<file path="config.mk">
export PLATFORM = sky130hd
export DESIGN_NAME = xnorfa_accumulator
export DESIGN_NICKNAME = d
export VERILOG_FILES = /design/src/rtl/xnorfa_pkg.sv /design/src/rtl/xnorfa_sat_add.sv /design/src/rtl/xnorfa_accumulator.sv
export SDC_FILE = /design/constraint.sdc
export NUM_CORES = 1
export LEC_CHECK = 0
export BUFFER_PORTS_ARGS = -buffer_cell sky130_fd_sc_hd__buf_2
export CELL_PAD_IN_SITES_DETAIL_PLACEMENT = 1
export CELL_PAD_IN_SITES_GLOBAL_PLACEMENT = 2
export CORE_MARGIN = 2
export CORE_UTILIZATION = 35
export CTS_CLUSTER_DIAMETER = 150
export CTS_CLUSTER_SIZE = 20
export DETAILED_ROUTE_END_ITERATION = 8
export PLACE_DENSITY = 0.81
export REMOVE_ABC_BUFFERS = 1
export SYNTH_ARGS = -nofsm -noshare
export SYNTH_HDL_FRONTEND = slang
export SYNTH_SLANG_ARGS = --single-unit
</file>
<file path="constraint.sdc">
create_clock -name clk -period 3.4 [get_ports clk]
set_input_delay 0.34 -clock clk [delete_from_list [all_inputs] [get_ports clk]]
set_output_delay 0.34 -clock clk [all_outputs]
set_load 0.005 [all_outputs]
</file>
<file path="src/rtl/xnorfa_pkg.sv">
// Shared definitions for the XNOR-full-adder popcount accumulator:
// FSM state encoding, partial-count width and default parameter values.
package xnorfa_pkg;

    typedef enum logic [1:0] {
        IDLE = 2'd0,
        ACC  = 2'd1,
        DONE = 2'd2
    } state_t;

    localparam int M_W             = 2;
    localparam int DEFAULT_ACC_W   = 10;
    localparam int DEFAULT_MAX_LEN = 256;

endpackage

</file>
<file path="src/rtl/xnorfa_sat_add.sv">
// ACC_W-wide accumulator adder for a 2-bit partial count with overflow flag.
// Define XNORFA_ACC_SAT_EN to saturate on overflow; otherwise the sum wraps.
module xnorfa_sat_add
    import xnorfa_pkg::*;
#(
    parameter int ACC_W = DEFAULT_ACC_W
) (
    input  logic [ACC_W-1:0] a,
    input  logic [M_W-1:0]   b,
    output logic [ACC_W-1:0] sum,
    output logic             ovf
);

    logic [ACC_W:0] wide;

    assign wide = {1'b0, a} + {{(ACC_W + 1 - M_W){1'b0}}, b};
    assign ovf  = wide[ACC_W];

`ifdef XNORFA_ACC_SAT_EN
    assign sum = ovf ? {ACC_W{1'b1}} : wide[ACC_W-1:0];
`else
    assign sum = wide[ACC_W-1:0];
`endif

endmodule

</file>
<file path="src/rtl/xnorfa_accumulator.sv">
// Streaming popcount accumulator with binarisation and a held result handshake.
// Overflow mode selected by XNORFA_ACC_SAT_EN (saturate) vs. default (wrap).
module xnorfa_accumulator
    import xnorfa_pkg::*;
#(
    parameter int ACC_W   = DEFAULT_ACC_W,
    parameter int MAX_LEN = DEFAULT_MAX_LEN
) (
    input  logic             clk,
    input  logic             rst,
    input  logic             in_valid,
    input  logic [M_W-1:0]   in_m,
    input  logic             in_last,
    output logic             in_ready,
    input  logic [ACC_W-1:0] thresh,
    output logic             out_valid,
    input  logic             out_ready,
    output logic [ACC_W-1:0] out_sum,
    output logic             out_bit,
    output logic             out_err
);

    localparam int               CNT_W   = $clog2(MAX_LEN + 1);
    localparam logic [CNT_W-1:0] CNT_MAX = CNT_W'(MAX_LEN);

    state_t           state_q, state_d;
    logic [ACC_W-1:0] acc_q, acc_d;
    logic [ACC_W-1:0] thr_q, thr_d;
    logic [CNT_W-1:0] cnt_q, cnt_d;
    logic             err_q, err_d;
    logic [ACC_W-1:0] out_sum_q, out_sum_d;
    logic             out_bit_q, out_bit_d;
    logic             out_err_q, out_err_d;
    logic             out_valid_q, out_valid_d;

    logic [ACC_W-1:0] add_sum;
    logic             add_ovf;
    logic             beat;
    logic             load_out;

    xnorfa_sat_add #(.ACC_W(ACC_W)) u_add (
        .a   (acc_q),
        .b   (in_m),
        .sum (add_sum),
        .ovf (add_ovf)
    );

    assign in_ready  = (state_q != DONE);
    assign beat      = in_valid && in_ready;
    assign out_valid = out_valid_q;
    assign out_sum   = out_sum_q;
    assign out_bit   = out_bit_q;
    assign out_err   = out_err_q;

    always_comb begin
        state_d     = state_q;
        acc_d       = acc_q;
        thr_d       = thr_q;
        cnt_d       = cnt_q;
        err_d       = err_q;
        out_sum_d   = out_sum_q;
        out_bit_d   = out_bit_q;
        out_err_d   = out_err_q;
        out_valid_d = out_valid_q;
        load_out    = 1'b0;

        case (state_q)
            IDLE: begin
                if (beat) begin
                    acc_d    = {{(ACC_W - M_W){1'b0}}, in_m};
                    thr_d    = thresh;
                    cnt_d    = CNT_W'(1);
                    err_d    = 1'b0;
                    state_d  = ACC;
                    load_out = in_last;
                end
            end
            ACC: begin
                if (beat) begin
                    acc_d    = add_sum;
                    // Count parks at MAX_LEN; every beat beyond it is already an error.
                    cnt_d    = (cnt_q >= CNT_MAX) ? cnt_q : cnt_q + CNT_W'(1);
                    err_d    = err_q | add_ovf | (cnt_q >= CNT_MAX);
                    load_out = in_last;
                end
            end
            DONE: begin
                if (out_ready) begin
                    state_d     = IDLE;
                    out_valid_d = 1'b0;
                    err_d       = 1'b0;
                end
            end
            default: state_d = IDLE;
        endcase

        // Result registers capture the post-beat totals on the same edge as the last beat.
        if (load_out) begin
            state_d     = DONE;
            out_sum_d   = acc_d;
            out_bit_d   = (acc_d >= thr_d);
            out_err_d   = err_d;
            out_valid_d = 1'b1;
        end
    end

    always_ff @(posedge clk or posedge rst) begin
        if (rst) begin
            state_q     <= IDLE;
            acc_q       <= '0;
            thr_q       <= '0;
            cnt_q       <= '0;
            err_q       <= 1'b0;
            out_sum_q   <= '0;
            out_bit_q   <= 1'b0;
            out_err_q   <= 1'b0;
            out_valid_q <= 1'b0;
        end else begin
            state_q     <= state_d;
            acc_q       <= acc_d;
            thr_q       <= thr_d;
            cnt_q       <= cnt_d;
            err_q       <= err_d;
            out_sum_q   <= out_sum_d;
            out_bit_q   <= out_bit_d;
            out_err_q   <= out_err_d;
            out_valid_q <= out_valid_d;
        end
    end

endmodule
</file>
After elaboration in Yosys (flattened, before gate mapping)

Index checks and enable logic that the tools add are counted.

Flip-flop bits (word level): 45
Latch bits: 0
Bits in writable memories: 0
ROM bits: 0
Output and inout port bits: 14
Logic and storage cells: 55
Memories: 0

Add/subtract/negate cells: 2
$mul: 0
Div/mod/pow operators: 0
$lt $le $gt $ge: 2
Eq/ne operators: 9
Shift operators: 0
Mux-type cells: 22
Bitwise logic cells: 2
Reductions and logical operators: 9

Operator list:

| operator                                                        | count |
|---|---|
| 10-bit two-way mux                                              | 4 |
| 9-bit two-way mux                                               | 3 |
| 10-bit case mux with 2 select lines                             | 1 |
| 9-bit case mux with 2 select lines                              | 1 |
| 10-bit by 2-bit adder with 11-bit output                        | 1 |
| 10-bit greater-or-equal comparator                              | 1 |
| 2-bit != test, second input constant                            | 5 |
| 9-bit by 1-bit adder with 9-bit output, second input constant   | 1 |
| 9-bit greater-or-equal comparator, second input constant        | 1 |
| 1-bit two-way mux                                               | 8 |
| 2-bit two-way mux                                               | 3 |
| 3-bit != test, second input constant                            | 2 |
| 2-bit case mux with 3 select lines                              | 1 |
| 2-bit nonzero test                                              | 3 |
| 4-bit AND reduction                                             | 1 |
| 1-bit case mux with 3 select lines                              | 1 |
| 3-bit AND reduction                                             | 1 |
| 2-bit by 1-bit == test with 1-bit output, second input constant | 1 |
| 2-bit == test, second input constant                            | 1 |
| 2-bit zero test                                                 | 1 |
| 1-bit bitwise OR                                                | 2 |
| 2-bit AND reduction                                             | 1 |
| 2-bit OR reduction                                              | 1 |
| 1-bit logical AND                                               | 1 |

Depth between registers and ports, before layout

Gate-level depths: netlist (run 1).

Depth after elaboration: 6
Depth in mapped cells: 12
Gate-level depth less buffers: 12

Hierarchy

From an unflattened synthesis (run 1), not the netlist that was laid out.

Cells, all modules: 232
Area total of the unflattened synthesis: 2,343.5 um^2

By module, submodules not included:

| module             | times used | cells each | area an instance (um^2) | sequential area each (um^2) |
|---|---|---|---|---|
| xnorfa_accumulator | 1          | 203        | 2,103.3                 | 1,126.1 |
| xnorfa_sat_add     | 1          | 29         | 240.2                   | 0.0 |

Worst setup path before layout (run 1)

No wires, ideal clock.

Path kind: input to register
From: in in_m[0]
To: reg out_bit_q (netlist: out_bit)
Arrival: 2,519 ps
Required time: 3,271 ps
Path slack: 752 ps
Cell stages on the path: 12
Buffers on the path: 0
Path through: ha_1 > inv_1 > fa_1 > nor2_1 > mux2_2 > a22o_1 > ha_1 > o21a_1 > o211ai_1 > a31oi_1 > o211ai_1 > a21oi_1

Cells in the longest elaborated chain, start to end: 4
Elaborated cells on any way between the ends: 5
Classes of those cells: 1 x add/sub; 1 x order compare; 3 x mux

Ends and longest elaborated chain:

| what                                     | RTL line                  | source |
|---|---|---|
| from (decl)                              | xnorfa_accumulator.sv:12  | `input logic [M_W-1:0] in_m,` |
| 10-bit by 2-bit adder with 11-bit output | xnorfa_sat_add.sv:16      | `assign wide = {1'b0, a} + {{(ACC_W + 1 - M_W){1'b0}}, b};` |
| 10-bit two-way mux                       | xnorfa_accumulator.sv:79  | `if (beat) begin` |
| 10-bit case mux with 2 select lines      | xnorfa_accumulator.sv:67  | `case (state_q)` |
| named net acc_d[4]                       | xnorfa_accumulator.sv:27  | `logic [ACC_W-1:0] acc_q, acc_d;` |
| 10-bit greater-or-equal comparator       | xnorfa_accumulator.sv:101 | `out_bit_d = (acc_d >= thr_d);` |
| to (signal assigned)                     | xnorfa_accumulator.sv:125 | `out_bit_q <= out_bit_d;` |
| to (decl)                                | xnorfa_accumulator.sv:32  | `logic out_bit_q, out_bit_d;` |

The timed path passes the listed nets, and every way through them passes these cells.
A chain may end at the register's enable or synchronous reset.

Worst setup path after layout (run 1)

From: reg acc_q[0]
To: reg out_bit_q (netlist: out_bit)

Cells in the longest elaborated chain, start to end: 4
Elaborated cells on any way between the ends: 5
Classes of those cells: 1 x add/sub; 1 x order compare; 3 x mux

Ends and longest elaborated chain:

| what                                     | RTL line                  | source |
|---|---|---|
| from (decl)                              | xnorfa_accumulator.sv:27  |  |
| from (signal assigned)                   | xnorfa_accumulator.sv:110 | `acc_q <= '0;` |
| from (signal assigned)                   | xnorfa_accumulator.sv:120 | `acc_q <= acc_d;` |
| 10-bit by 2-bit adder with 11-bit output | xnorfa_sat_add.sv:16      |  |
| 10-bit two-way mux                       | xnorfa_accumulator.sv:79  |  |
| 10-bit case mux with 2 select lines      | xnorfa_accumulator.sv:67  |  |
| named net acc_d[4]                       | xnorfa_accumulator.sv:27  |  |
| 10-bit greater-or-equal comparator       | xnorfa_accumulator.sv:101 |  |

The timed path passes the listed nets, and every way through them passes these cells.

==> results.md, run 1 <==
- Count leader, synth: dfrtp_1
- Vias in the first global route: 1699
- Final RePlAce weighted congestion: 0.734
- Grt met3 use: 3.18%
- # port buffers: 30
- Die ar.: 0.00735 mm2
- # hold bufs at CTS: 0
- Max incr delay on CP: 0.44 ns
- Routing usage on met2: 24.9%
- Drt drc: 0
- #FFs+latches synth: 45
- Clock buffer depth: 2
- Post-Synthesis Mean Instance Area: 10.4 um2
- ANT cells: 0
- Max FO, Critical Path: 5
- Status: finished clean
- Via count: 1691
- HP Class: in2async
- Final period util: 84.1%
- CTS tree: done
- Postcts setup bufs: 0
- HPWL after detailed placement: 3620 um
- FFs w/ async S/R, synth: 100%
- Gr ovfl total: 0
- Syn Std Cell Area: 0.00234 mm2
- DRT Wirelength: 4960 um
- Clock-pin slew on the worst setup and hold paths: 0.09 ns
- Setup Crit Path Kind: reg2reg
- Top_reg_cell synth: dfrtp_1
- Sequential cell area: 0.00113 mm2
- Most Used Layer, Global Route: met2
- Sum Neg Setup Slack: 0 ns
- Slowest library cell on the worst path: fa_1
- Clk_lat worst skew: 0.30 ns
- H-tree depth: 2
- Max-Cap Viols: 0
- Drt pass-1 iters: 6
- Worst Setup End Kind: flip-flop
- First DRT Iteration DRCs: 107
- Crit path required time: 3.58 ns
- Max-slew violation count: 0
- Post-route ant nets: 0
- Worst vdd ir: 0.225 mV
- Top cells by count, synth: 45 x dfrtp_1, 30 x nand2_1, 17 x inv_1
- Worst setup SP type: flip-flop
- Die Y: 85.8 um
- PnR Total Power: 1400 uW
- Endpoints failing hold: 0
- Fin crit period: 2.86 ns
- NumNets Final: 290
- WL/cell: 14.8 um
- Achievable frequency: 350 MHz
- First-pass GRT wire length: 8390 um
- CTS Root Cell: clkbuf_8
- Final setup fails: 0
- Cells after DPL: 328
- Core area: 0.00642 mm2
- Fillers: 763
- Dominant cell type by area after synthesis: dfrtp_1
- Met1 global-route usage: 19.1%
- Die Width: 85.8 um
- Area share of the largest cell type after synthesis: 48.1%
- Area of the multi-input gates: 0.00111 mm2
- Row Count: 29
- CP Cell Sequence: ha_1 -> inv_1 -> fa_1 -> nor2_1 -> mux2_2 -> a22o_1 -> ha_1 -> o21a_1 -> o211ai_1 -> a31oi_1 -> o211ai_1 -> a21oi_1
- Initial antenna violation count: 0
- Via density: 5.05
- Number of buffers created by CTS: 5
- Initial core utilization: 36.4%
- Critical Path AT: 3.04 ns
- Layout Cells excl Fill: 335
- Area contributors post-synth: dfrtp_1 48%, ha_1 7.5%, mux2i_1 6.0%, nand2_1 4.8%, o21ai_0 3.0%
- PwrDens: 524 mW/mm2
- Register area share after synthesis: 48.1%
- Area Overhead vs Synth: 14.5%
- YS warnings: 0
- Syn Inst Count: 224
- I/O pins: 31
- Worst Tran Pin Value: 0.972 ns
- Worst Path Buf+Inv: 1
- Worst path top cell family by delay: compound AO/OA/AOI/OAI gates
- Clock Skew: 0.00481 ns
- RSZ-0062 raised after global routing: no
- Post-synth EDFFs: 0
- Total GRT Usage: 14.7%
- Share of cells above drive strength 1: 20.9%
- Post-CTS Resized: 0
- Leakage: 0.00134 uW
- Distinct cells, synth: 44
- Slew margin rel.: 35.2%
- Largest net degree at the start of global routing: 46
- # clock sinks: 45
-- area by class of cell --
class | instances | share of cell area (%)
sequential | 45 | 42.0
tap | 77 | 3.60
timing repair buffer | 34 | 6.73
clock inverter | 2 | 1.31
inverter | 17 | 2.38
clock buffer | 5 | 2.57
multi-input combinational | 155 | 41.4
-- cells in the final DEF, fill, tap and decap left out, types with 5 or more instances in the layout --
cell	synthesis	final
a21oi_1	8	8
a22o_1	5	5
buf_2	3	30
clkbuf_8	0	5
dfrtp_1	45	45
ha_1	14	14
inv_1	17	16
mux2_2	6	6
mux2i_1	14	14
nand2_1	30	30
nor2_1	15	15
o21ai_0	14	14
-- kinds of logic (layout without fill, tap and decap cells) --
group / after synthesis / in the layout / synth area share [%]
compound gates: 44 / 44 / 12.2
xor+xnor: 6 / 6 / 2.25
fa+ha+maj: 15 / 15 / 8.34
buf+inv: 24 / 58 / 4.49
flops: 45 / 45 / 48.1
mux: 21 / 21 / 9.36
simple gates: 69 / 69 / 15.2
-- power breakdown --
part | switching [uW] | total, uW | internal (uW)
Clock | 181 | 394 | 214
Combinational | 182 | 321 | 139
Sequential | 72.2 | 689 | 617
-- per-stage QoR --
step           util, %  worst slack [ns]  hold slack (ns)  cell area, um2
2_1_floorplan        -             0.751            0.430            2300
3_3_place_gp      40.1             0.528            0.461            2570
3_5_place_dp      40.1             0.426            0.473            2570
4_1_cts           41.7             0.504            0.256            2680
5_1_grt           41.7             0.352            0.274            2680
6_report          41.7             0.540            0.245            2680
-- flip-flops by register name (all words and copies together) (netlist names) --
name,count
acc_q,10
out_sum,10
out_err,1
state_q,2
thr_q,10
cnt_q,9
out_bit,1
err_q,1
out_valid,1
-- per-layer routing --
metal  vias up  wire length (um)
met4         0                55
met5         -                 0
li1        839                 -
met2        16              2460
met3         5               104
met1       831              2340
-- worst paths after layout --
| kind | start | endpoint | slack (ns) | depth (start not counted) |
|---|---|---|---|---|
| max | acc_q[0]$_DFF_PP0_ | out_bit$_DFFE_PP0P_ | 0.54 | 12 |
| min | rst | thr_q[9]$_DFF_PP0_ | 0.25 | 2 |
| max reg2reg | acc_q[0]$_DFF_PP0_ | out_bit$_DFFE_PP0P_ | 0.54 | 12 |
| min reg2reg | out_sum[1]$_DFFE_PP0P_ | out_sum[1]$_DFFE_PP0P_ | 0.49 | 2 |
| max in group asynchronous | rst | thr_q[6]$_DFF_PP0_ | 2.53 | 2 |
| min in group clk | out_ready | state_q[1]$_DFFE_PP0P_ | 0.26 | 2 |
Note: power is estimated with default switching activity, not from simulation.
==> run 2: changes to the inputs <==
Clock period 3.4 ns to 2.95 ns, I/O delays scaled along.
==> run 2 against run 1 <==
Register-to-register slack worse by 0.37 ns. Non-clock buffer count up 1. Maximum frequency up 3.0%. Clock skew up 0.0020 ns. Worst setup slack worse by 0.37 ns. Clock power down 5.3%. Global-route usage up 0.14 points. Sequential power up 15%. Final cell count up 0.60%. Die area unchanged. Flip-flop and latch count unchanged. Critical path type unchanged.
==> results.md, run 2 (synthesized netlist as in run 1, its figures left out) <==
- CTS tree: done
- Die Y: 85.8 um (unchanged)
- Layout Cells excl Fill: 337 (+0.60%)
- Highest-count cells in the layout ignoring fill and taps: 45 x dfrtp_1, 30 x nand2_1, 30 x buf_2
- Leakage: 0.00133 uW (-0.76%)
- Drt drc: 0 (unchanged)
- Crit path required time: 3.13 ns (-0.45 ns)
- Worst Path Buf+Inv: 1 (unchanged)
- Setup Crit Path Kind: reg2reg
- CP Cell Sequence: ha_1 -> inv_1 -> fa_1 -> nor2_2 -> mux2_2 -> a22o_1 -> ha_1 -> o21a_1 -> o211ai_1 -> a31oi_1 -> o211ai_1 -> a21oi_1
- Clock Skew: 0.00684 ns (+0.00203 ns)
- I/O pins: 31 (unchanged)
- Row Count: 29 (unchanged)
- HP Class: in2async
- DRT Wirelength: 4930 um (-0.60%)
- Final setup fails: 0 (unchanged)
- Max-slew violation count: 0 (unchanged)
- Endpoints failing hold: 0 (unchanged)
- H-tree depth: 2 (unchanged)
- Status: finished clean
- Achievable frequency: 360 MHz (+3.0%)
- Area Overhead vs Synth: 13.9%
- Worst setup SP type: flip-flop
- Sum Neg Setup Slack: 0 ns (unchanged)
- Worst Setup End Kind: flip-flop
- Via density: 5.09 (+0.93%)
- Total GRT Usage: 14.8% (+0.14 points)
- Slew margin rel.: 36.1% (+0.92 points)
- Worst path top cell family by delay: compound AO/OA/AOI/OAI gates
- Worst Tran Pin Value: 0.957 ns (-0.0152 ns)
- CTS Root Cell: clkbuf_8
- First-pass GRT wire length: 8470 um (+0.99%)
- Fillers: 747 (-2.1%)
- # clock sinks: 45 (unchanged)
- Post-route ant nets: 0 (unchanged)
- Clock-pin slew on the worst setup and hold paths: 0.08 ns (about the same)
- PwrDens: 580 mW/mm2 (+11%)
- Max incr delay on CP: 0.39 ns (-0.05 ns)
- Share of cells above drive strength 1: 20.8% (-0.16 points)
- RSZ-0062 raised after global routing: no
- Vias in the first global route: 1793 (+5.5%)
- ANT cells: 0 (unchanged)
- Slowest library cell on the worst path: fa_1
- WL/cell: 14.6 um (-1.2%)
- Initial core utilization: 36.4% (unchanged)
- Finished Core Util: 41.5% (-0.21 points)
- Number of buffers created by CTS: 5 (unchanged)
- Final period util: 94.1% (+10 points)
- Cells after DPL: 329 (+0.30%)
- Worst vdd ir: 0.310 mV (+38%)
- Gr ovfl total: 0 (unchanged)
- Clock buffer depth: 2 (unchanged)
- Most common cell after layout, fill and taps aside: dfrtp_1
- First DRT Iteration DRCs: 62 (-42%)
- Core area: 0.00642 mm2 (unchanged)
- Die Width: 85.8 um (unchanged)
- Initial antenna violation count: 0 (unchanged)
- Largest net degree at the start of global routing: 46 (unchanged)
- Clk_lat worst skew: 0.30 ns (about the same)
- Final RePlAce weighted congestion: 0.726 (-1.1%)
- PnR Total Power: 1550 uW (+10%)
- # port buffers: 30 (unchanged)
- Via count: 1717 (+1.5%)
- Drt pass-1 iters: 6 (unchanged)
- Die ar.: 0.00735 mm2 (unchanged)
- Fin crit period: 2.78 ns (-0.0825 ns)
- Max FO, Critical Path: 2 (-3)
- Critical Path AT: 2.96 ns (-0.08 ns)
- Postcts setup bufs: 0 (unchanged)
- NumNets Final: 291 (+0.34%)
- HPWL after detailed placement: 3620 um (about the same)
- Max-Cap Viols: 0 (unchanged)
[run 2: changes by cell type in the layout (fill, tap and decap cells not counted), sizes merged]
cell and change:
bufinv -1, clkinv -1, clkbuf +3, buf +1
[run 2: worst reg2reg max path: cells and delay by family, from the launching register on]
family,cells,cell delay [ns]
compound gates,6,0.88
flops,1,0.36
simple gates,1,0.17
fa+ha+maj,3,0.84
mux,1,0.34
buf+inv,1,0.06
[run 2: final cells by class]
type | instances | area (um2) | share of cell area [%]
Multi-Input combinational cell | 155 | 1110 | 41.7
Sequential cell | 45 | 1130 | 42.3
Timing Repair Buffer | 35 | 188 | 7.04
Inverter | 17 | 63.8 | 2.39
Tap cell | 77 | 96.3 | 3.62
Clock buffer | 8 | 80.1 | 3.00
[run 2: where the power goes]
part / internal, uW / switching [uW] / total (uW)
registers: 711 / 83.1 / 795
logic: 163 / 215 / 378
clock network: 169 / 204 / 373
total: 1040 / 502 / 1550
[run 2: what timing repair did]
action                     CTS  global route
hold buffers                 0             0
setup endpoints to repair    0             1
resized for setup            0             2
[run 2: final timing paths]
| kind | end | depth (start not counted) | from | slack [ns] |
|---|---|---|---|---|
| worst min register to register | out_sum[6]$_DFFE_PP0P_ | 2 | out_sum[6]$_DFFE_PP0P_ | 0.48 |
| worst max-delay path | out_bit$_DFFE_PP0P_ | 12 | acc_q[0]$_DFF_PP0_ | 0.17 |
| max in group asynchronous | acc_q[4]$_DFF_PP0_ | 2 | rst | 2.14 |
| worst min-delay path | cnt_q[3]$_DFFE_PP0P_ | 2 | rst | 0.21 |
| min in group clk | state_q[1]$_DFFE_PP0P_ | 2 | out_ready | 0.21 |
| worst max register to register | out_bit$_DFFE_PP0P_ | 12 | acc_q[0]$_DFF_PP0_ | 0.17 |
[run 2: layer usage]
metal,GRT usage (%),wire (um),vias to the layer above
met1,19.0,2340,842
li1,-,-,851
met4,4.76,68,0
met5,0,0,-
met2,25.3,2410,18
met3,2.89,111,6
[run 2: per-stage QoR]
| stage | hold slack [ns] | cell area (um2) | worst slack, ns |
|---|---|---|---|
| after CTS | 0.206 | 2660 | 0.121 |
| after detailed placement | 0.466 | 2580 | 0.128 |
| after global routing | 0.228 | 2670 | 0.000601 |
| after global placement | 0.459 | 2580 | 0.165 |
| final | 0.208 | 2670 | 0.173 |
| after floorplan | 0.385 | 2300 | 0.308 |
==> run 3: changes to the inputs <==
Settings changed: PLACE_DENSITY 0.81 to 0.82, SYNTH_HIERARCHICAL set to 1.
==> run 3 against run 2 <==
The run now ends with DRC left. Combinational power is 2% lower. Critical path depth decreased by 1. Die area rose by 0.15%. Global-route usage is 0.96 points higher. Synthesized cell count increased by 3.6%. Sequential power down 3.8%.
==> results.md, run 3 <==
- Status: finished, violations left
- Violated checks: DRC
- Final RePlAce weighted congestion: 0.725 (about the same)
- Post-synth EDFFs: 0 (unchanged)
- Worst setup SP type: flip-flop
- Syn Inst Count: 232 (+3.6%)
- Area share of the largest cell type after synthesis: 48.1% (-0.077 points)
- Max incr delay on CP: 0.38 ns (about the same)
- Via density: 5.02 (-1.4%)
- Setup Crit Path Kind: reg2reg
- NumNets Final: 294 (+1.0%)
- Highest-count cells in the layout ignoring fill and taps: 45 x dfrtp_1, 35 x nand2_1, 30 x buf_2
- Cell mode on critical path: ha_1
- YS warnings: 6 (+6)
- Gr ovfl total: 0 (unchanged)
- Worst Setup End Kind: flip-flop
- CP Cell Sequence: ha_1 -> inv_1 -> fa_2 -> or2_1 -> xnor2_1 -> nand2_1 -> o21ai_2 -> ha_1 -> a21o_1 -> a221oi_2 -> o31ai_1
- Vias in the first global route: 1902 (+6.1%)
- CTS Root Cell: clkbuf_8
- HP Class: in2reg
- DRT Wirelength: 4990 um (+1.3%)
- Die Width: 85.8 um (about the same)
- Fin crit period: 2.64 ns (-0.134 ns)
- #FFs+latches synth: 45 (unchanged)
- Core area: 0.00642 mm2 (unchanged)
- Post-route ant nets: 0 (unchanged)
- CP Depth: 11 (-1)
- Drt drc: 2 (+2)
- Critical Path AT: 2.81 ns (-0.15 ns)
- Clock buffer depth: 2 (unchanged)
- Post-Synthesis Mean Instance Area: 10.1 um2 (-3.3%)
- PwrDens: 573 mW/mm2 (-1.2%)
- Die Y: 85.8 um (about the same)
- Final setup fails: 0 (unchanged)
- I/O pins: 31 (unchanged)
- Row Count: 29 (unchanged)
- Worst vdd ir: 0.176 mV (-43%)
- Final period util: 89.6% (-4.6 points)
- Top_reg_cell synth: dfrtp_1
- ANT cells: 0 (unchanged)
- # clock sinks: 45 (unchanged)
- First DRT Iteration DRCs: 48 (-23%)
- Final instance area: 0.00266 mm2 (-0.14%)
- Dominant cell type by area after synthesis: dfrtp_1
- Area contributors post-synth: dfrtp_1 48%, ha_1 6.9%, nand2_1 5.6%, mux2i_1 5.1%, o21ai_0 5.1%
- Leakage: 0.00130 uW (-2.2%)
- Slowest library cell on the worst path: fa_2
- Area Overhead vs Synth: 13.6%
- First-pass GRT wire length: 9030 um (+6.6%)
- Endpoints failing hold: 0 (unchanged)
- Register area share after synthesis: 48.1% (-0.077 points)
- Count leader, synth: dfrtp_1
- Initial antenna violation count: 0 (unchanged)
- Drt pass-1 iters: 6 (unchanged)
- Clock Skew: 0.00354 ns (-0.00330 ns)
- FFs w/ async S/R, synth: 100% (unchanged)
- Hold Crit Depth: 2
- Sum Neg Setup Slack: 0 ns (unchanged)
- Reg2Reg Depth: 11 (-1)
- CTS tree: done
- HPWL after detailed placement: 3670 um (+1.2%)
- Top cells by count, synth: 45 x dfrtp_1, 35 x nand2_1, 24 x o21ai_0
- Crit path required time: 3.12 ns (about the same)
- Max FO, Critical Path: 4 (+2)
- Max-Cap Viols: 0 (unchanged)
- Initial core utilization: 36.5% (+0.058 points)
- Most common cell after layout, fill and taps aside: dfrtp_1
- Worst Path Buf+Inv: 1 (unchanged)
- Number of buffers created by CTS: 5 (unchanged)
- Max-slew violation count: 0 (unchanged)
- Die ar.: 0.00737 mm2 (+0.15%)
- Distinct cells, synth: 41 (-6.8%)
- H-tree depth: 2 (unchanged)
- Syn Std Cell Area: 0.00234 mm2 (+0.16%)
- Slew margin rel.: 36.2% (+0.12 points)
- Postcts setup bufs: 0 (unchanged)
- WL/cell: 14.7 um (+0.38%)
- Achievable frequency: 378 MHz (+5.1%)
- PnR Total Power: 1520 uW (-1.3%)
- RSZ-0062 raised after global routing: no
- # port buffers: 30 (unchanged)
- Clock-pin slew on the worst setup and hold paths: 0.08 ns (about the same)
- Largest net degree at the start of global routing: 46 (unchanged)
- Share of cells above drive strength 1: 21.3% (+0.52 points)
- Worst path top cell family by delay: adder cells
- Worst Tran Pin Value: 0.955 ns (-0.00187 ns)
- Clk_lat worst skew: 0.30 ns (about the same)
- Placement Cell Area: 0.00256 mm2 (-0.78%)
- Via count: 1708 (-0.52%)
- Total GRT Usage: 15.8% (+0.96 points)
==> run 3: cell count changes in the layout (fill, tap and decap cells not counted), sizes merged, moves of 3 or more <==
cell and change:
a31oi -3, o21ai +9, nand2 +8, nor4 +3
xor2 +3, xnor2 +4, mux2 -4, nor2 -5
==> run 3: cell type report <==
type / count / area (um2)
inverter: 18 / 67.6
multi-input combinational: 160 / 1110
sequential: 45 / 1130
fill: 764 / 3760
tap: 77 / 96.3
clock buffer: 7 / 86.3
timing repair buffer: 33 / 173
==> run 3: cells by family (layout without fill, tap and decap cells) <==
family	count (synthesis)	in the layout	share of synthesized area, %
and+or+nand+nor	75	75	16.9
DFF	45	45	48.1
AOI/OAI and AO/OA	43	43	10.8
buffers and inverters	27	58	5.02
muxes	15	15	6.57
adders and majority gates	14	14	7.80
xor gates and xnor gates	13	13	4.86
==> run 3: path summary, 6_finish.rpt <==
path,start,endpoint,slack [ns]
worst min register to register,out_sum[0]$_DFFE_PP0P_,out_sum[0]$_DFFE_PP0P_,0.48
worst max register to register,acc_q[0]$_DFF_PP0_,out_bit$_DFFE_PP0P_,0.31
max in group asynchronous,rst,thr_q[8]$_DFF_PP0_,2.15
worst max-delay path,acc_q[0]$_DFF_PP0_,out_bit$_DFFE_PP0P_,0.31
min in group asynchronous,rst,acc_q[1]$_DFF_PP0_,0.21
worst min-delay path,in_last,state_q[0]$_DFFE_PP0P_,0.20
==> run 3: routing by layer <==
layer  vias to the layer above  track usage [%]  wire length, um
met5                         -                0                0
met4                         0             5.63               79
met3                         7             3.18              126
met2                        22             27.3             2440
met1                       831             19.6             2350
li1                        848                -                -
==> run 3: power by group <==
| part | internal, uW | leakage, uW | total, uW | switching (uW) |
|---|---|---|---|---|
| registers | 702 | 0.000587 | 765 | 62.7 |
| logic | 164 | 0.000671 | 371 | 207 |
| clock network | 186 | 0.0000443 | 389 | 203 |
==> run 3: stage by stage <==
stage          std cells  hold slack, ns  worst slack, ns  utilization [%]
2_1_floorplan        223           0.385            0.377                -
3_3_place_gp         333           0.459            0.116             39.9
3_5_place_dp         333           0.465           0.0225             39.9
4_1_cts              340           0.189           0.0554             41.2
5_1_grt              340           0.215           0.0716             41.4
6_report             340           0.198            0.307             41.4
==> run 3: what timing repair did <==
item	4_1_cts	5_1_grt
gates resized for setup	0	6
endpoints found under the setup margin	0	1
hold buffers	0	0
